--- src/rtl/ysyx_24110015_mem_arbiter.sv ---
// ---------------------------------------------------------------------------
// ysyx_24110015_mem_arbiter
//
// Shares one AXI4-Lite slave port between the instruction fetch unit (read
// only) and the load/store unit (read and write). One transaction is in
// flight at a time. A grant is taken in IDLE with fixed priority
// (LSU write > LSU read > IFU read) and held until the response handshake of
// that transaction, after which the FSM spends exactly one cycle in IDLE.
//
// While a master holds the grant, its channels are wired straight through to
// the slave port (no added wait states, no change to address, data, strobe or
// response values). The only gating is a per-channel done flag that blocks a
// second address or data beat inside one grant. Everything not belonging to
// the granted master is driven to 0.
//
// Handshake rule on every channel: a beat transfers on a posedge where valid
// and ready are both 1; the forwarding here never makes valid depend on ready
// of the same channel, so a slave that raises ready combinationally is safe.
//
// Ports
//   clk, rst                 clock, synchronous active-high reset
//   ifu_ar*/ifu_r*           IFU read-address / read-data channels
//   lsu_ar*/lsu_r*           LSU read-address / read-data channels
//   lsu_aw*/lsu_w*/lsu_b*    LSU write-address / write-data / response
//   m_ar*/m_r*/m_aw*/m_w*/m_b* shared slave channels
//   dbg_state                current FSM state (0 IDLE, 1 IFU_RD, 2 LSU_RD,
//                            3 LSU_WR)
//   dbg_done                 {ar_done, aw_done, w_done}
// ---------------------------------------------------------------------------
module ysyx_24110015_mem_arbiter #(
   parameter int ADDR_W = 32,
   parameter int DATA_W = 32
) (
   input  logic                clk,
   input  logic                rst,

   // IFU read channels
   input  logic [ADDR_W-1:0]   ifu_araddr,
   input  logic                ifu_arvalid,
   output logic                ifu_arready,
   output logic [DATA_W-1:0]   ifu_rdata,
   output logic [1:0]          ifu_rresp,
   output logic                ifu_rvalid,
   input  logic                ifu_rready,

   // LSU read channels
   input  logic [ADDR_W-1:0]   lsu_araddr,
   input  logic                lsu_arvalid,
   output logic                lsu_arready,
   output logic [DATA_W-1:0]   lsu_rdata,
   output logic [1:0]          lsu_rresp,
   output logic                lsu_rvalid,
   input  logic                lsu_rready,

   // LSU write channels
   input  logic [ADDR_W-1:0]   lsu_awaddr,
   input  logic                lsu_awvalid,
   output logic                lsu_awready,
   input  logic [DATA_W-1:0]   lsu_wdata,
   input  logic [DATA_W/8-1:0] lsu_wstrb,
   input  logic                lsu_wvalid,
   output logic                lsu_wready,
   output logic [1:0]          lsu_bresp,
   output logic                lsu_bvalid,
   input  logic                lsu_bready,

   // Shared slave port
   output logic [ADDR_W-1:0]   m_araddr,
   output logic                m_arvalid,
   input  logic                m_arready,
   input  logic [DATA_W-1:0]   m_rdata,
   input  logic [1:0]          m_rresp,
   input  logic                m_rvalid,
   output logic                m_rready,
   output logic [ADDR_W-1:0]   m_awaddr,
   output logic                m_awvalid,
   input  logic                m_awready,
   output logic [DATA_W-1:0]   m_wdata,
   output logic [DATA_W/8-1:0] m_wstrb,
   output logic                m_wvalid,
   input  logic                m_wready,
   input  logic [1:0]          m_bresp,
   input  logic                m_bvalid,
   output logic                m_bready,

   // Observation of internal state
   output logic [1:0]          dbg_state,
   output logic [2:0]          dbg_done
);

   typedef enum logic [1:0] {
      IDLE   = 2'd0,
      IFU_RD = 2'd1,
      LSU_RD = 2'd2,
      LSU_WR = 2'd3
   } state_t;

   state_t state;
   logic   ar_done;
   logic   aw_done;
   logic   w_done;

   // Handshakes seen on the slave port. The valid/ready outputs used here are
   // already gated by state, so these can only fire for the granted master.
   logic ar_hs;
   logic r_hs;
   logic aw_hs;
   logic w_hs;
   logic b_hs;

   assign ar_hs = m_arvalid & m_arready;
   assign r_hs  = m_rvalid  & m_rready;
   assign aw_hs = m_awvalid & m_awready;
   assign w_hs  = m_wvalid  & m_wready;
   assign b_hs  = m_bvalid  & m_bready;

   // ------------------------------------------------------------------------
   // State and done flags
   // ------------------------------------------------------------------------
   always_ff @(posedge clk) begin
      if (rst) begin
         state   <= IDLE;
         ar_done <= 1'b0;
         aw_done <= 1'b0;
         w_done  <= 1'b0;
      end else begin
         case (state)
            IDLE: begin
               ar_done <= 1'b0;
               aw_done <= 1'b0;
               w_done  <= 1'b0;
               // Either half of a write is enough to claim the write grant;
               // the other half may show up later.
               if (lsu_awvalid | lsu_wvalid) begin
                  state <= LSU_WR;
               end else if (lsu_arvalid) begin
                  state <= LSU_RD;
               end else if (ifu_arvalid) begin
                  state <= IFU_RD;
               end
            end

            IFU_RD, LSU_RD: begin
               // The response handshake ends the grant even when it lands in
               // the same cycle as the address handshake (zero-latency slave);
               // the flag clears instead of setting in that case.
               if (r_hs) begin
                  state   <= IDLE;
                  ar_done <= 1'b0;
               end else if (ar_hs) begin
                  ar_done <= 1'b1;
               end
            end

            LSU_WR: begin
               if (b_hs) begin
                  state   <= IDLE;
                  aw_done <= 1'b0;
                  w_done  <= 1'b0;
               end else begin
                  if (aw_hs) begin
                     aw_done <= 1'b1;
                  end
                  if (w_hs) begin
                     w_done <= 1'b1;
                  end
               end
            end

            default: begin
               state   <= IDLE;
               ar_done <= 1'b0;
               aw_done <= 1'b0;
               w_done  <= 1'b0;
            end
         endcase
      end
   end

   // ------------------------------------------------------------------------
   // Channel routing. Everything defaults to 0 so IDLE and every ungranted
   // master see idle channels with zeroed payload.
   // ------------------------------------------------------------------------
   always_comb begin
      ifu_arready = 1'b0;
      ifu_rdata   = '0;
      ifu_rresp   = 2'b00;
      ifu_rvalid  = 1'b0;

      lsu_arready = 1'b0;
      lsu_rdata   = '0;
      lsu_rresp   = 2'b00;
      lsu_rvalid  = 1'b0;

      lsu_awready = 1'b0;
      lsu_wready  = 1'b0;
      lsu_bresp   = 2'b00;
      lsu_bvalid  = 1'b0;

      m_araddr    = '0;
      m_arvalid   = 1'b0;
      m_rready    = 1'b0;
      m_awaddr    = '0;
      m_awvalid   = 1'b0;
      m_wdata     = '0;
      m_wstrb     = '0;
      m_wvalid    = 1'b0;
      m_bready    = 1'b0;

      case (state)
         IFU_RD: begin
            m_araddr    = ifu_araddr;
            m_arvalid   = ifu_arvalid & ~ar_done;
            ifu_arready = m_arready & ~ar_done;
            ifu_rdata   = m_rdata;
            ifu_rresp   = m_rresp;
            ifu_rvalid  = m_rvalid;
            m_rready    = ifu_rready;
         end

         LSU_RD: begin
            m_araddr    = lsu_araddr;
            m_arvalid   = lsu_arvalid & ~ar_done;
            lsu_arready = m_arready & ~ar_done;
            lsu_rdata   = m_rdata;
            lsu_rresp   = m_rresp;
            lsu_rvalid  = m_rvalid;
            m_rready    = lsu_rready;
         end

         LSU_WR: begin
            // AW and W run independently; either may finish first.
            m_awaddr    = lsu_awaddr;
            m_awvalid   = lsu_awvalid & ~aw_done;
            lsu_awready = m_awready & ~aw_done;
            m_wdata     = lsu_wdata;
            m_wstrb     = lsu_wstrb;
            m_wvalid    = lsu_wvalid & ~w_done;
            lsu_wready  = m_wready & ~w_done;
            lsu_bresp   = m_bresp;
            lsu_bvalid  = m_bvalid;
            m_bready    = lsu_bready;
         end

         default: begin
         end
      endcase
   end

   assign dbg_state = state;
   assign dbg_done  = {ar_done, aw_done, w_done};

endmodule
--- config.mk ---
export PLATFORM = sky130hd
export DESIGN_NAME = ysyx_24110015_mem_arbiter
export DESIGN_NICKNAME = d
export VERILOG_FILES = /design/src/rtl/ysyx_24110015_mem_arbiter.sv
export SDC_FILE = /design/constraint.sdc
export NUM_CORES = 1
export LEC_CHECK = 0
export CAP_MARGIN = 10
export CORE_AREA = 5 5 140 142
export DETAILED_ROUTE_END_ITERATION = 10
export DIE_AREA = 0 0 145 147
export PLACE_DENSITY = 0.6
export SLEW_MARGIN = 20
export SYNTH_ARGS = -nofsm -noshare
export SYNTH_HDL_FRONTEND = slang
export SYNTH_SLANG_ARGS = --single-unit
--- constraint.sdc ---
create_clock -name clk -period 3 [get_ports clk]
set_input_delay 0.75 -clock clk [delete_from_list [all_inputs] [get_ports clk]]
set_output_delay 0.75 -clock clk [all_outputs]
set_load 0.01 [all_outputs]
Word-level counts from Yosys, hierarchy flattened --
Cells that the tools add are included.
Word-level totals: output and inout bits 187, word-level logic and storage cells 73, flip-flop bits (word level) 5, input bits 182
Operators by class: equality and inequality tests 9, reduce and logical (&&, ||, !) cells 8, multiplexer cells 36, bitwise gates (word level) 16
Operators with widths (count):
- $mux 32 | 4
- $pmux 32 s2 | 1
- $mux 1 | 16
- $mux 2 | 8
- $and 1x1->1 | 12
- $pmux 1 s2 | 5
- $ne 3x3->1 const B | 3
- $pmux 2 s3 | 1
- $reduce_and 2->1 | 3
- $eq 2x2->1 const B | 2
- $mux 4 | 1
- $ne 2x2->1 const B | 2
- $ne 4x4->1 const B | 1
- $reduce_bool 2->1 | 2
- $not 1->1 | 3
- $reduce_and 3->1 | 1
- $eq 2x1->1 const B | 1
- $logic_not 2->1 | 1
- $reduce_or 2->1 | 1
- $or 1x1->1 | 1

Longest topological paths before layout --
word-level depth 7, depth in mapped cells 7, gate-level depth less buffers 6

Least setup slack after synthesis --
OpenSTA, ideal clock, no wires.
kind register to output, start point register state[0] (netlist: dbg_state[0]), end point output m_araddr[0], required time 2.250 ns, path slack 0.743 ns, path buffers 2, stages on the path, launching flop included 6, arrival time 1.507 ns, cells stage by stage dfxtp_1 > inv_1 > ha_1 > clkbuf_1 > clkbuf_1 > nor2b_1
On the way: word-level cells in the longest chain between the ends 2, elaborated cells on any way between the ends 3, those cells by class eq/ne (2); mux (1)
RTL lines:
- start: declaration | line 98 | state_t state;
- start signal: assignment | line 122 | state <= IDLE;
- start signal: assignment | line 135 | state <= LSU_WR;
- start signal: assignment | line 137 | state <= LSU_RD;
- $eq 2x2->1 or $eq 2x1->1 (tied branches) | line 210 | case (state)
- $pmux 32 s2 * | line 210
- end: declaration | line 68 | output logic [ADDR_W-1:0] m_araddr,
Mark *: on every way between the ends. The rest lies on a longest branch, timed or not.

Worst setup path after layout --
start point input ifu_arvalid, end point output m_arvalid
On the way: word-level cells in the longest chain between the ends 2
RTL lines:
- start: declaration | line 39 | input logic ifu_arvalid,
- $and 1x1->1 | line 213 | m_arvalid = ifu_arvalid & ~ar_done;
- $pmux 1 s2 | line 210
- end: declaration | line 69 | output logic m_arvalid,
Every way passes these cells.

==> impl_results.html <==
<table>
<tr><th>Metric</th><th>Value</th></tr>
<tr><th colspan="2">Run status</th></tr>
<tr><td>Outcome</td><td>finished, final reports clean</td></tr>
<tr><th colspan="2">Logic synthesis</th></tr>
<tr><td>Yosys top cell by area</td><td>sky130_fd_sc_hd__and2_1</td></tr>
<tr><td>Seq cells post-synth</td><td>5</td></tr>
<tr><td>Biggest area contributors in the synthesized netlist</td><td>sky130_fd_sc_hd__and2_1, sky130_fd_sc_hd__a22oi_1, sky130_fd_sc_hd__nor2b_1</td></tr>
<tr><td>Commonest register cell after synthesis</td><td>sky130_fd_sc_hd__dfxtp_1</td></tr>
<tr><td>Number of distinct standard cells referenced by the synthesized netlist</td><td>33</td></tr>
<tr><td>Average instance area after synthesis</td><td>6.664 um2</td></tr>
<tr><td>Cell Area, Synth</td><td>between 1500 and 2000 um2</td></tr>
<tr><td>Number of flops mapped to enable cells by yosys</td><td>0</td></tr>
<tr><td>Number of instances in the synthesized netlist</td><td>around 290</td></tr>
<tr><td>Most common cell in the synthesized netlist</td><td>sky130_fd_sc_hd__and2_1</td></tr>
<tr><td>Synthesized Nets</td><td>between 400 and 500</td></tr>
<tr><td>Fraction of registers with async set or reset after synthesis</td><td>0%</td></tr>
<tr><td>Share of the synthesized area in the top cell type</td><td>between 40% and 50%</td></tr>
<tr><td>Top post-synthesis cells by count</td><td>sky130_fd_sc_hd__and2_1, sky130_fd_sc_hd__nor2b_1, sky130_fd_sc_hd__a22oi_1</td></tr>
<tr><td>Yosys warns</td><td>0</td></tr>
<tr><td>Proportion of synthesized chip area in sequential cells</td><td>~5.2%</td></tr>
<tr><th colspan="2">Floorplanning</th></tr>
<tr><td>Die ar.</td><td>21320 um2</td></tr>
<tr><td>Placeable core region</td><td>~18000 um2</td></tr>
<tr><td>Initial Util</td><td>10.47%</td></tr>
<tr><td>Height of the die</td><td>about 150 um</td></tr>
<tr><td>Std cell rows</td><td>50</td></tr>
<tr><td>Die X-Extent</td><td>~150 um</td></tr>
<tr><td>Count of boundary I/O pins</td><td>between 300 and 400</td></tr>
<tr><th colspan="2">Clocking</th></tr>
<tr><td>Number of buffers inserted for hold repair after clock tree synthesis</td><td>0</td></tr>
<tr><td>Number of buffers inserted by post-CTS setup repair</td><td>0</td></tr>
<tr><td>H-tree level count</td><td>1</td></tr>
<tr><td>Root buffer cell</td><td>sky130_fd_sc_hd__clkbuf_16</td></tr>
<tr><td>Number of buffers added by the clock tree synthesis step</td><td>3</td></tr>
<tr><td>Latest clock arrival within the worst-skew pair</td><td>230 ps</td></tr>
<tr><td>Clock tree buffer depth</td><td>2</td></tr>
<tr><td>CTS clock-pin slew for the worst setup and hold paths</td><td>~40 ps</td></tr>
<tr><td>CTS tree</td><td>yes</td></tr>
<tr><td>Number of clock sinks</td><td>5</td></tr>
<tr><th colspan="2">GRT</th></tr>
<tr><td>Overall routing resource usage</td><td>10.45%</td></tr>
<tr><td>Initial antenna violation count</td><td>0</td></tr>
<tr><td>Total grt overflow</td><td>0</td></tr>
<tr><td>Pin count of the biggest net entering global routing</td><td>between 70 and 80</td></tr>
<tr><td>Wire length of the first global-routing pass</td><td>around 18000 um</td></tr>
<tr><td>Vias in the first global route</td><td>3212</td></tr>
<tr><th colspan="2">Pwr</th></tr>
<tr><td>Leakage dissipation</td><td>around 2.1 nW</td></tr>
<tr><td>Power per cell area</td><td>roughly 540 nW/um2</td></tr>
<tr><td>Worst voltage drop across the vdd grid</td><td>slightly above 0.3 mV</td></tr>
<tr><th colspan="2">Routing</th></tr>
<tr><td>M1 wire length</td><td>~4400 um</td></tr>
<tr><td>Top routing layer used</td><td>met4</td></tr>
<tr><td>Number of remaining DRC errors</td><td>0</td></tr>
<tr><td>Routed length on met2</td><td>6477 um</td></tr>
<tr><td>DRT Pass-1 Iters</td><td>4</td></tr>
<tr><td>Vias per std cell</td><td>3.687</td></tr>
<tr><td>Final WL</td><td>around 12000 um</td></tr>
<tr><td>Number of nets with antenna violations after detailed routing</td><td>0</td></tr>
<tr><td>Routed vias</td><td>3215</td></tr>
<tr><td>Violation count after the first detailed-routing iteration</td><td>just under 90</td></tr>
<tr><td>Routed length on met3</td><td>between 1000 and 1500 um</td></tr>
<tr><td>Wire length per cell</td><td>about 14 um</td></tr>
<tr><th colspan="2">Run</th></tr>
<tr><td>Max-Cap Viols</td><td>0</td></tr>
<tr><th colspan="2">Setup path</th></tr>
<tr><td>Category of the critical setup timing path</td><td>in -&gt; out</td></tr>
<tr><td>Crit path max-delay cell type</td><td>sky130_fd_sc_hd__clkdlybuf4s50_1</td></tr>
<tr><td>Maximum fanout count along the critical path</td><td>2</td></tr>
<tr><td>Critical path startpoint category</td><td>primary input</td></tr>
<tr><td>Type of element capturing the critical path</td><td>output pin</td></tr>
<tr><td>Arrival time at the worst endpoint</td><td>roughly 2200 ps</td></tr>
<tr><td>Top cell by count, worst path</td><td>sky130_fd_sc_hd__clkdlybuf4s50_1</td></tr>
<tr><td>Worst path required time</td><td>around 2300 ps</td></tr>
<tr><td>Critical path cell sequence</td><td>clkdlybuf4s50_1, inv_2, o21ai_1, nand2_1, nor2_1, clkdlybuf4s50_1</td></tr>
<tr><td>Largest incremental delay on the critical path</td><td>roughly 540 ps</td></tr>
<tr><th colspan="2">STA</th></tr>
<tr><td>Clk_skew</td><td>2.460 ps</td></tr>
<tr><td>Final hold vios</td><td>0</td></tr>
<tr><td>Final critical-path required period</td><td>about 2900 ps</td></tr>
<tr><td>Unrepaired setup endpoints after global routing</td><td>false</td></tr>
<tr><td>Final setup fails</td><td>0</td></tr>
<tr><td>Fin. max-slew vios</td><td>0</td></tr>
<tr><td>Top achievable clock speed</td><td>343.5 MHz</td></tr>
<tr><td>Sum Neg Setup Slack</td><td>0 ps</td></tr>
<tr><td>Final hold slack</td><td>~500 ps</td></tr>
<tr><td>Max_slew headroom</td><td>around four fifths</td></tr>
<tr><td>Worst Tran Pin Value</td><td>about 320 ps</td></tr>
<tr><td>Portion of the clock cycle consumed by the worst path in the final layout</td><td>between 90% and 100%</td></tr>
<tr><th colspan="2">Final layout</th></tr>
<tr><td>Number of filler cells placed in the layout</td><td>a little under 2000</td></tr>
<tr><td>Share of cells above drive strength 1</td><td>under 10%</td></tr>
<tr><td>Layout overhead on the synthesized area</td><td>210.3%</td></tr>
<tr><td>Count of nets after finishing</td><td>around 830</td></tr>
<tr><td>Antenna Diode Count</td><td>0</td></tr>
<tr><td>Area occupied by multi-input gates</td><td>approximately 1700 um2</td></tr>
<tr><td>Area used by sequential logic in the layout</td><td>between 100 and 150 um2</td></tr>
<tr><th colspan="2">Place</th></tr>
<tr><td># port buffers</td><td>between 300 and 400</td></tr>
<tr><td>Post-DP HPWL</td><td>between 10000 and 15000 um</td></tr>
<tr><td>Routability cong.</td><td>0.7586</td></tr>
<tr><th colspan="2">Hold path</th></tr>
<tr><td>Hold Crit Class</td><td>reg -&gt; reg</td></tr>
</table>
## flip-flops by register name, indices dropped and copies added, names as in the netlist
name	cells
dbg_state	2
ar_done	1
aw_done	1
w_done	1
## where the power goes
| group | switching, mW | total [mW] | internal, mW |
|---|---|---|---|
| registers | 0.0231 | 0.109 | 0.0858 |
| clock network | 0.0489 | 0.226 | 0.177 |
| logic | 1.23 | 2.89 | 1.67 |
| total | 1.30 | 3.23 | 1.93 |
## placed cells by master (no fill, tap or decap), types with 2 or more instances in the layout
cell                              instances
sky130_fd_sc_hd__clkdlybuf4s50_1        368
sky130_fd_sc_hd__and2_1                 144
sky130_fd_sc_hd__nor2b_1                 34
sky130_fd_sc_hd__a22oi_1                 32
sky130_fd_sc_hd__inv_1                    5
sky130_fd_sc_hd__nor2_1                   5
sky130_fd_sc_hd__ha_1                     4
sky130_fd_sc_hd__dfxtp_1                  4
sky130_fd_sc_hd__buf_4                    4
sky130_fd_sc_hd__buf_12                   4
sky130_fd_sc_hd__nand2_1                  3
sky130_fd_sc_hd__clkbuf_16                3
sky130_fd_sc_hd__and3_1                   2
sky130_fd_sc_hd__and3b_1                  2
sky130_fd_sc_hd__ha_2                     2
## worst max-delay path, delay by kind of cell
| kind | cells | cell delay, ps |
|---|---|---|
| compound gates | 1 | 190 |
| simple gates | 2 | 160 |
| buf+inv | 3 | 1050 |
## worst paths after layout
path / startpoint / end / slack [ps] / depth (start not counted)
setup / recovery: ifu_arvalid / m_arvalid / 90 / 6
hold / removal: w_done$_SDFFE_PP0P_ / w_done$_SDFFE_PP0P_ / 500 / 2
setup reg to reg: dbg_state[1]$_SDFFE_PP0P_ / dbg_state[1]$_SDFFE_PP0P_ / 1240 / 6
hold reg to reg: w_done$_SDFFE_PP0P_ / w_done$_SDFFE_PP0P_ / 500 / 2
## stage by stage
step | instance area, um2 | total power, mW | std cells | util (%) | setup WS (ps)
after detailed placement | 5876 | 3.064 | 868 | 32.05 | 90.57
after CTS | 5954 | 3.304 | 872 | 32.48 | 90.57
after global routing | 5956 | 3.469 | 872 | 32.49 | 31.80
after global placement | 5876 | 3.074 | 868 | 32.05 | 62.24
final | 5956 | 3.228 | 872 | 32.49 | 88.57
after floorplan | 1919 | 1.445 | 288 | - | 743.0
## metal layers
layer / GRT usage [%] / vias up
li1: - / 1627
met1: 10.79 / 1367
met2: 20.36 / 217
met3: 3.979 / 4
met4: 1.412 / 0
met5: 0 / -
## cell families after synthesis
family,after synthesis,share of synthesized area [%]
fa+ha+maj,6,3.911
simple gates,198,64.08
mux,2,1.304
buf+inv,36,8.214
flops,5,5.215
compound gates,41,17.27
## final cells by class
cell class | instances | area share, %
repair buffers | 376 | 63.70
flip-flops and latches | 5 | 1.702
clock buffers | 4 | 1.324
well taps | 234 | 4.916
inverters | 6 | 0.3782
multi-input cells | 247 | 27.98
## repair_timing
item	in CTS	in global routing
hold endpoints to repair	0	0
gates resized for setup	0	1
setup endpoints to repair	0	1
Power figures use the tool's default switching activity.
